--- src/rtl/reg_bank_pkg.sv ---
// rtl/reg_bank_pkg.sv - shared widths, types and constants for the 32x32 register bank
package reg_bank_pkg;

    localparam int DATA_W = 32;
    localparam int ADDR_W = 5;
    localparam int DEPTH  = 2 ** ADDR_W;

    typedef logic [ADDR_W-1:0] reg_idx_t;
    typedef logic [DATA_W-1:0] reg_word_t;

    localparam reg_idx_t ZERO_REG = 5'd0;

endpackage

--- src/rtl/reg_bank_if.sv ---
// rtl/reg_bank_if.sv - register bank access bus: selectors, write data, strobes, read data
interface reg_bank_if;
    import reg_bank_pkg::*;

    reg_idx_t  regSelSrc0;
    reg_idx_t  regSelSrc1;
    reg_idx_t  regSelDst;
    reg_word_t regDst;
    logic      RDWRBar;
    logic      CSBar;
    reg_word_t regSrc0;
    reg_word_t regSrc1;

    modport master (
        output regSelSrc0,
        output regSelSrc1,
        output regSelDst,
        output regDst,
        output RDWRBar,
        output CSBar,
        input  regSrc0,
        input  regSrc1
    );

    modport slave (
        input  regSelSrc0,
        input  regSelSrc1,
        input  regSelDst,
        input  regDst,
        input  RDWRBar,
        input  CSBar,
        output regSrc0,
        output regSrc1
    );

endinterface

--- src/rtl/reg_bank_rd_port.sv ---
// rtl/reg_bank_rd_port.sv - registered 32:1 read mux with index-0 forcing and hold when not reading
module reg_bank_rd_port
    import reg_bank_pkg::*;
(
    input  logic      clk,
    input  logic      rst,
    input  logic      rd_en_i,
    input  reg_idx_t  sel_i,
    input  reg_word_t mem_i [DEPTH],
    output reg_word_t data_o
);

    reg_word_t data_q;
    reg_word_t data_d;

    // The selector is only looked at when reading, so garbage on it while idle cannot leak in.
    always_comb begin
        data_d = data_q;
        if (rd_en_i) begin
            data_d = (sel_i == ZERO_REG) ? '0 : mem_i[sel_i];
        end
    end

    always_ff @(posedge clk or posedge rst) begin
        if (rst) begin
            data_q <= '0;
        end else begin
            data_q <= data_d;
        end
    end

    assign data_o = data_q;

endmodule

--- src/rtl/reg_bank_32.sv ---
// rtl/reg_bank_32.sv - 32-entry x 32-bit register file, one write port and two registered read ports
module reg_bank_32
    import reg_bank_pkg::*;
(
    input  logic       clk,
    input  logic       rst,
    reg_bank_if.slave  bus
);

    reg_word_t mem_q [DEPTH];
    logic      wr_en;
    logic      rd_en;
    logic      wr_hit;
    reg_word_t src0_data;
    reg_word_t src1_data;

    assign wr_en  = ~bus.CSBar & ~bus.RDWRBar;
    assign rd_en  = ~bus.CSBar &  bus.RDWRBar;
    assign wr_hit = wr_en && (bus.regSelDst != ZERO_REG);

    // Entry 0 is never written, so it stays at its reset value of zero.
    always_ff @(posedge clk or posedge rst) begin
        if (rst) begin
            for (int i = 0; i < DEPTH; i++) begin
                mem_q[i] <= '0;
            end
        end else if (wr_hit) begin
            mem_q[bus.regSelDst] <= bus.regDst;
        end
    end

    reg_bank_rd_port u_rd_port0 (
        .clk     (clk),
        .rst     (rst),
        .rd_en_i (rd_en),
        .sel_i   (bus.regSelSrc0),
        .mem_i   (mem_q),
        .data_o  (src0_data)
    );

    reg_bank_rd_port u_rd_port1 (
        .clk     (clk),
        .rst     (rst),
        .rd_en_i (rd_en),
        .sel_i   (bus.regSelSrc1),
        .mem_i   (mem_q),
        .data_o  (src1_data)
    );

    assign bus.regSrc0 = src0_data;
    assign bus.regSrc1 = src1_data;

endmodule

--- src/flat_wrapper.sv ---
// flat-port wrapper written by rule: the top's interface ports become plain ports
module reg_bank_32_flat import reg_bank_pkg::*;
  (clk, rst, bus_regSelSrc0, bus_regSelSrc1, bus_regSelDst, bus_regDst, bus_RDWRBar, bus_CSBar, bus_regSrc0, bus_regSrc1);
  reg_bank_if bus_i ();
  input  logic clk;
  input  logic rst;
  input wire logic [$bits(bus_i.regSelSrc0)-1:0] bus_regSelSrc0;
  input wire logic [$bits(bus_i.regSelSrc1)-1:0] bus_regSelSrc1;
  input wire logic [$bits(bus_i.regSelDst)-1:0] bus_regSelDst;
  input wire logic [$bits(bus_i.regDst)-1:0] bus_regDst;
  input wire logic [$bits(bus_i.RDWRBar)-1:0] bus_RDWRBar;
  input wire logic [$bits(bus_i.CSBar)-1:0] bus_CSBar;
  output wire logic [$bits(bus_i.regSrc0)-1:0] bus_regSrc0;
  output wire logic [$bits(bus_i.regSrc1)-1:0] bus_regSrc1;
  assign bus_i.regSelSrc0 = bus_regSelSrc0;
  assign bus_i.regSelSrc1 = bus_regSelSrc1;
  assign bus_i.regSelDst = bus_regSelDst;
  assign bus_i.regDst = bus_regDst;
  assign bus_i.RDWRBar = bus_RDWRBar;
  assign bus_i.CSBar = bus_CSBar;
  assign bus_regSrc0 = bus_i.regSrc0;
  assign bus_regSrc1 = bus_i.regSrc1;
  reg_bank_32 u_core (.clk(clk), .rst(rst), .bus(bus_i));
endmodule
--- config.mk ---
export PLATFORM = sky130hd
export DESIGN_NAME = reg_bank_32_flat
export DESIGN_NICKNAME = d
export VERILOG_FILES = /design/src/rtl/reg_bank_pkg.sv /design/src/rtl/reg_bank_if.sv /design/src/rtl/reg_bank_rd_port.sv /design/src/rtl/reg_bank_32.sv /design/src/flat_wrapper.sv
export SDC_FILE = /design/constraint.sdc
export NUM_CORES = 2
export LEC_CHECK = 0
export ABC_AREA = 0
export CORE_UTILIZATION = 58
export CTS_CLUSTER_DIAMETER = 120
export DETAILED_ROUTE_END_ITERATION = 6
export GPL_TIMING_DRIVEN = 0
export HOLD_SLACK_MARGIN = 0.15
export MAX_ROUTING_LAYER = met4
export PLACE_DENSITY = 0.75
export SLEW_MARGIN = 30
export SYNTH_ARGS = -nofsm -noshare
export SYNTH_HDL_FRONTEND = slang
export SYNTH_SLANG_ARGS = --single-unit
--- constraint.sdc ---
create_clock -name clk -period 61.3 [get_ports clk]
set_clock_uncertainty 0.05 [all_clocks]
set_input_delay 12.26 -clock clk [delete_from_list [all_inputs] [get_ports clk]]
set_output_delay 12.26 -clock clk [all_outputs]
set_load 0.02 [all_outputs]
### Word-level counts from Yosys, hierarchy flattened

Cells that the tools add are included.

| operators by class | value |
|---|---|
| bitwise operators | 7 |
| $lt $le $gt $ge | 4 |
| multiplexer cells | 11 |
| reductions and logical operators | 5 |

Operators with widths:

| operator | count |
|---|---|
| bitwise mux 1024 bit | 1 |
| binary-select mux 32 bit (select 5 bit) | 2 |
| two-way mux 32 bit | 7 |
| demux 32 bit (select 5 bit) | 1 |
| >= comparator 6 bit, second input constant | 3 |
| inverter 5 -> 6 bit | 3 |
| logical NOT 5 bit | 2 |
| less-than comparator 6 x 1 -> 1 bit, second input constant | 1 |
| nonzero test 5 bit | 1 |
| bitwise AND 1 bit | 2 |
| logical AND 1 bit | 2 |
| inverter 1 bit | 2 |

| storage, ports and cells | value |
|---|---|
| output and inout port bits | 64 |
| input bits | 51 |
| flip-flop bits (word level) | 1088 |
| word-level logic and storage cells | 61 |

### Longest topological paths before layout

| depth | value |
|---|---|
| depth after elaboration | 6 |
| mapped depth | 10 |
| gate-level depth less buffers | 5 |

### Hierarchy

Synthesis repeated with hierarchy kept, for this count alone.

| second synthesis, totals | value |
|---|---|
| cell total of the unflattened synthesis | 4014 |
| area total of the unflattened synthesis | 56853.3 um2 |

Modules (own cells, without submodules):

| module | times used | cells each | area an instance (um2) |
|---|---|---|---|
| reg_bank_32 | 1 | 2286 | 38092.8 |
| reg_bank_rd_port | 2 | 864 | 9380.2 |

### Worst setup path before layout

Ideal clock, no wire load.

| path | value |
|---|---|
| kind | input-to-reg |
| from | in bus_regSelSrc1[0] |
| to | reg u_core.u_rd_port1.data_q[1] (netlist: u_core.u_rd_port1.data_o[1]) |
| required time | 61128 ps |
| data arrival time | 13709 ps |
| path slack | 47420 ps |
| stages on the path | 7 |
| buffers on the path | 3 |
| setup time | 122 ps |
| cells stage by stage | buf_4 > buf_6 > buf_2 > mux4_2 > o22ai_1 > nor4_1 > a32o_1 |

| between the ends | value |
|---|---|
| longest elaborated chain between the ends | 5 |

Ends and longest elaborated chain:

| what | RTL line | text |
|---|---|---|
| from (decl) | flat_wrapper.sv:8 | `input wire logic [$bits(bus_i.regSelSrc1)-1:0] bus_regSelSrc1;` |
| inverter 5 -> 6 bit (not written as such) | reg_bank_rd_port.sv:20 | `data_d = (sel_i == ZERO_REG) ? '0 : mem_i[sel_i];` |
| binary-select mux 32 bit (select 5 bit) | reg_bank_rd_port.sv:20 |  |
| two-way mux 32 bit (not written as such) (2 in series) | reg_bank_rd_port.sv:20 |  |
| two-way mux 32 bit (*) | reg_bank_rd_port.sv:20 |  |
| to (signal assigned) | reg_bank_rd_port.sv:28 | `data_q <= data_d;` |
| to (decl) | reg_bank_rd_port.sv:13 | `reg_word_t data_q;` |

Mark *: on every way between the ends. The rest lies on a longest branch, timed or not. The select of a mux whose other input is x is not followed.
A chain may end at the register's enable or synchronous reset.

### Worst setup path after layout

| path | value |
|---|---|
| from | in bus_regSelSrc0[4] |
| to | reg u_core.u_rd_port0.data_q[24] (netlist: u_core.u_rd_port0.data_o[24]) |

| between the ends | value |
|---|---|
| longest elaborated chain between the ends | 5 |

Ends and longest elaborated chain:

| what | RTL line | text |
|---|---|---|
| from (decl) | flat_wrapper.sv:7 | `input wire logic [$bits(bus_i.regSelSrc0)-1:0] bus_regSelSrc0;` |
| inverter 5 -> 6 bit (not written as such) | reg_bank_rd_port.sv:20 |  |
| binary-select mux 32 bit (select 5 bit) | reg_bank_rd_port.sv:20 |  |
| two-way mux 32 bit (not written as such) (2 in series) | reg_bank_rd_port.sv:20 |  |
| two-way mux 32 bit (*) | reg_bank_rd_port.sv:20 |  |
| to (signal assigned) | reg_bank_rd_port.sv:28 |  |
| to (decl) | reg_bank_rd_port.sv:13 |  |

Marked as above.

==> parameters.txt <==
Parameter                              Value

Route
  Post-detailed-route count of antenna-violating nets ... 0
  DRC violation count after routing ... 2
  Starting DRC count in detailed routing ... 4808
  Total wire length ... 197.8 mm
  Number of vias after detailed routing ... 40030
  First-pass iteration count of the detailed router ... 7
  Via/cell ratio ... 7.072
  Routed len/inst ... 34.95 um

Global routing
  GR Util All Layers ... 41.52%
  Maximum number of pins on one net before global-route repair ... 93
  Antenna violations before repair ... 8
  Wire length of the first global-routing pass ... 285.0 mm
  GRT overflow ... 0
  Number of global-route vias before repair ... 40880

Placement
  Final estimated routing congestion in global placement ... 1.005
  DP HPWL ... 136.0 mm
  Number of I/O port buffers ... 107

Layout
  Relative area change from synthesis to final layout ... 13.18%
  Ratio of cells with drive above 1 in the final layout ... 47.02%
  Number of nets in the layout ... 4320
  Number of filler cells placed in the layout ... 7083
  Most frequent standard cell in the layout excluding fill and tap cells ... mux2_2
  Most frequent cells in the layout ... mux2_2, dfrtp_1, mux4_2, clkbuf_1, o22ai_1

CTS
  Count of buffers added by post-CTS timing repair for setup ... 0
  Source-to-sink clock delay at the later pin of the worst-skew pair ... 730 ps
  Clock-pin slew reported for the worst setup and hold paths after clock tree synthesis ... 60 ps
  Max Root-Sink Buffers ... 3
  Number of buffers inserted for hold repair after clock tree synthesis ... 0
  Number of levels the H-tree was split into ... 3
  Clock tree from TritonCTS ... yes
  Num Clock Sinks ... 1088
  Total clock buffers created by CTS ... 115
  Clock Tree Root ... clkbuf_16
  Post-CTS resize count ... 0

Floorplanning
  Total die area ... 0.1002 mm2
  Core region area ... 0.09828 mm2
  Vertical die dimension ... 316.6 um
  Effective utilization at floorplan ... 58.41%
  Num rows ... 115
  Width of the die ... 316.6 um
  I/O Pins ... 115

Timing
  Shortest period the worst path allows ... 15470 ps
  Final count of hold timing violations ... 0
  Final slew viol count ... 0
  Final number of setup-violating endpoints ... 0
  Post-Route Setup TNS ... 0 ps
  RSZ-0062 raised after global routing ... no
  Pin slew with the least headroom to its limit ... 1132 ps
  Highest clock rate ... 64.64 MHz
  Final period utilization ... 25.24%
  Slew margin rel. ... 23.81%

Worst setup path
  Worst endpoint required time ... 61900 ps
  Setup crit start kind ... input port
  Arrival @ worst endpoint ... 16070 ps
  Setup crit end kind ... flip-flop
  Worst Path Max Fanout ... 10
  Worst setup path category ... in -> reg

Power
  Total design power ... 0.002027 W
  Power per standard cell area ... 31.21 mW/mm2
  Worst supply voltage drop on vdd ... 0.00002832 V
  Cell leakage power ... 29.69 nW

Logic synthesis
  Area fraction in compound gates after synthesis ... 3.945%
  Part of the Yosys area used for sequential elements ... 47.43%
  Cell variety after synth ... 40
  Share of synthesized cell area in full adder, half adder and majority cells ... 0%
  Mean cell area of the mapped netlist ... 14.25 um2
  Syn Nets ... 4078
  Dominant combinational cell family by area after synthesis ... multiplexers
  Synth area leader ... dfrtp_1
  Multiplexer fraction of the synthesized cell area ... 40.62%
  Area share of the largest cell type after synthesis ... 47.43%
  Primary FF master, synth ... dfrtp_1
  Leading post-synthesis cells by cell area ... dfrtp_1, mux2_2, mux4_2, o22ai_1, mux2_1
  Simple-gate portion of the synthesized area ... 3.819%
  Number of synthesized flops with an enable pin ... 0
  Yosys warnings ... 0
  Xor and xnor fraction of the mapped netlist area ... 0%
  Synth Cell Area ... 0.05740 mm2
  Post-synthesis register bit count ... 1088
  Mapped Cells ... 4027
  Share of flip-flops with an asynchronous set or reset after synthesis ... 100.0%

Min path
  Hold Crit Class ... reg -> reg

Outcome
  Failing checks ... design-rule violations
  Result of the run ... finished with violations

Job
  Max capacitance violation total ... 0
-- logic make-up after synthesis --
logic type,Yosys count
buffers and inverters,442
muxes,1758
and+or+nand+nor,419
DFF,1088
AOI/OAI and AO/OA,320
-- flip-flops by register name, summed over array words and instances (netlist names) --
| register | flops |
|---|---|
| u_core.u_rd_port0.data_o | 32 |
| u_core.mem_q | 1024 |
| u_core.u_rd_port1.data_o | 32 |
-- final cells by class --
cell class / instances / area [um2] / share of cell area, %
Clock buffer: 166 / 3413 / 5.254
Sequential cell: 1088 / 27230 / 41.91
Multi-Input combinational cell: 2497 / 27800 / 42.80
Antenna cell: 5 / 12.51 / 0.01926
Timing Repair Buffer: 125 / 1500 / 2.309
Clock inverter: 50 / 948.4 / 1.460
Buffer: 441 / 2441 / 3.757
Inverter: 1 / 11.26 / 0.01733
Tap cell: 1287 / 1610 / 2.479
-- routing by layer --
layer,vias up,wire length [um],GRT usage [%]
met4,0,13560,23.94
met2,2618,89030,60.34
met1,20970,73080,51.64
met5,-,0,-
met3,674,22140,12.54
li1,15770,-,-
-- synth_stat cells, types with 2 or more instances --
| master | n |
|---|---|
| mux2_2 | 1290 |
| dfrtp_1 | 1088 |
| mux4_2 | 317 |
| clkbuf_1 | 199 |
| o22ai_1 | 186 |
| buf_2 | 101 |
| nand2_1 | 88 |
| nor2_1 | 84 |
| mux2i_1 | 76 |
| mux2_1 | 72 |
| nand2b_1 | 64 |
| nor4_1 | 63 |
| and3_1 | 61 |
| a211oi_1 | 60 |
| a22o_1 | 60 |
| buf_1 | 55 |
| buf_6 | 47 |
| buf_4 | 28 |
| nand3_1 | 12 |
| nand4_1 | 8 |
| buf_12 | 7 |
| nand3b_1 | 7 |
| nor3_1 | 7 |
| nor3b_1 | 7 |
| nor2b_1 | 5 |
| buf_8 | 4 |
| o21ai_0 | 4 |
| or2_2 | 4 |
| or3_1 | 4 |
| mux4_1 | 3 |
| a2111oi_0 | 2 |
| a32o_1 | 2 |
| nand4b_1 | 2 |
| o211a_1 | 2 |
| o211ai_1 | 2 |
| o41ai_2 | 2 |
-- stage by stage --
stage	hold slack, ps	instance area, um2	cells	utilization, %	setup WS, ps
global route	451.4	64970	5660	66.11	45970
floorplan	391.3	57400	4027	-	18360
finish	432.6	64970	5660	66.11	45830
CTS	432.4	64910	5653	66.05	46210
global placement	402.3	60080	5421	61.14	5726
detailed placement	414.8	60550	5437	61.61	45460
-- report_power, final --
part	leakage (nW)	total, W	internal (W)	switching, W
clock	2.15	0.000805	0.000495	0.000310
sequential	14.5	0.000883	0.000812	0.0000706
combinational	13.1	0.000340	0.000186	0.000154
total	29.7	0.00203	0.00149	0.000534
-- worst max-delay path, stage by stage --
cell and delay [ps]:
clkdlybuf4s50_1 720, buf_2 340, or3_1 160, buf_1 420, clkbuf_1 760, nor2_1 150, nor4_1 980, a22o_1 250
-- worst paths after layout --
path / from / end / slack (ps) / cells past startpoint
setup reg to reg: u_core.mem_q[800]$_DFFE_PP0P_ / u_core.u_rd_port0.data_o[0]$_DFFE_PP0P_ / 59080 / 4
hold reg to reg: u_core.mem_q[1014]$_DFFE_PP0P_ / u_core.mem_q[1014]$_DFFE_PP0P_ / 430 / 1
setup / recovery: bus_regSelSrc0[4] / u_core.u_rd_port0.data_o[24]$_DFFE_PP0P_ / 45830 / 8
min in group asynchronous: rst / u_core.mem_q[635]$_DFFE_PP0P_ / 11890 / 2
max in group asynchronous: rst / u_core.mem_q[810]$_DFFE_PP0P_ / 47190 / 6
hold / removal: u_core.mem_q[1014]$_DFFE_PP0P_ / u_core.mem_q[1014]$_DFFE_PP0P_ / 430 / 1
Power figures use the tool's default switching activity.
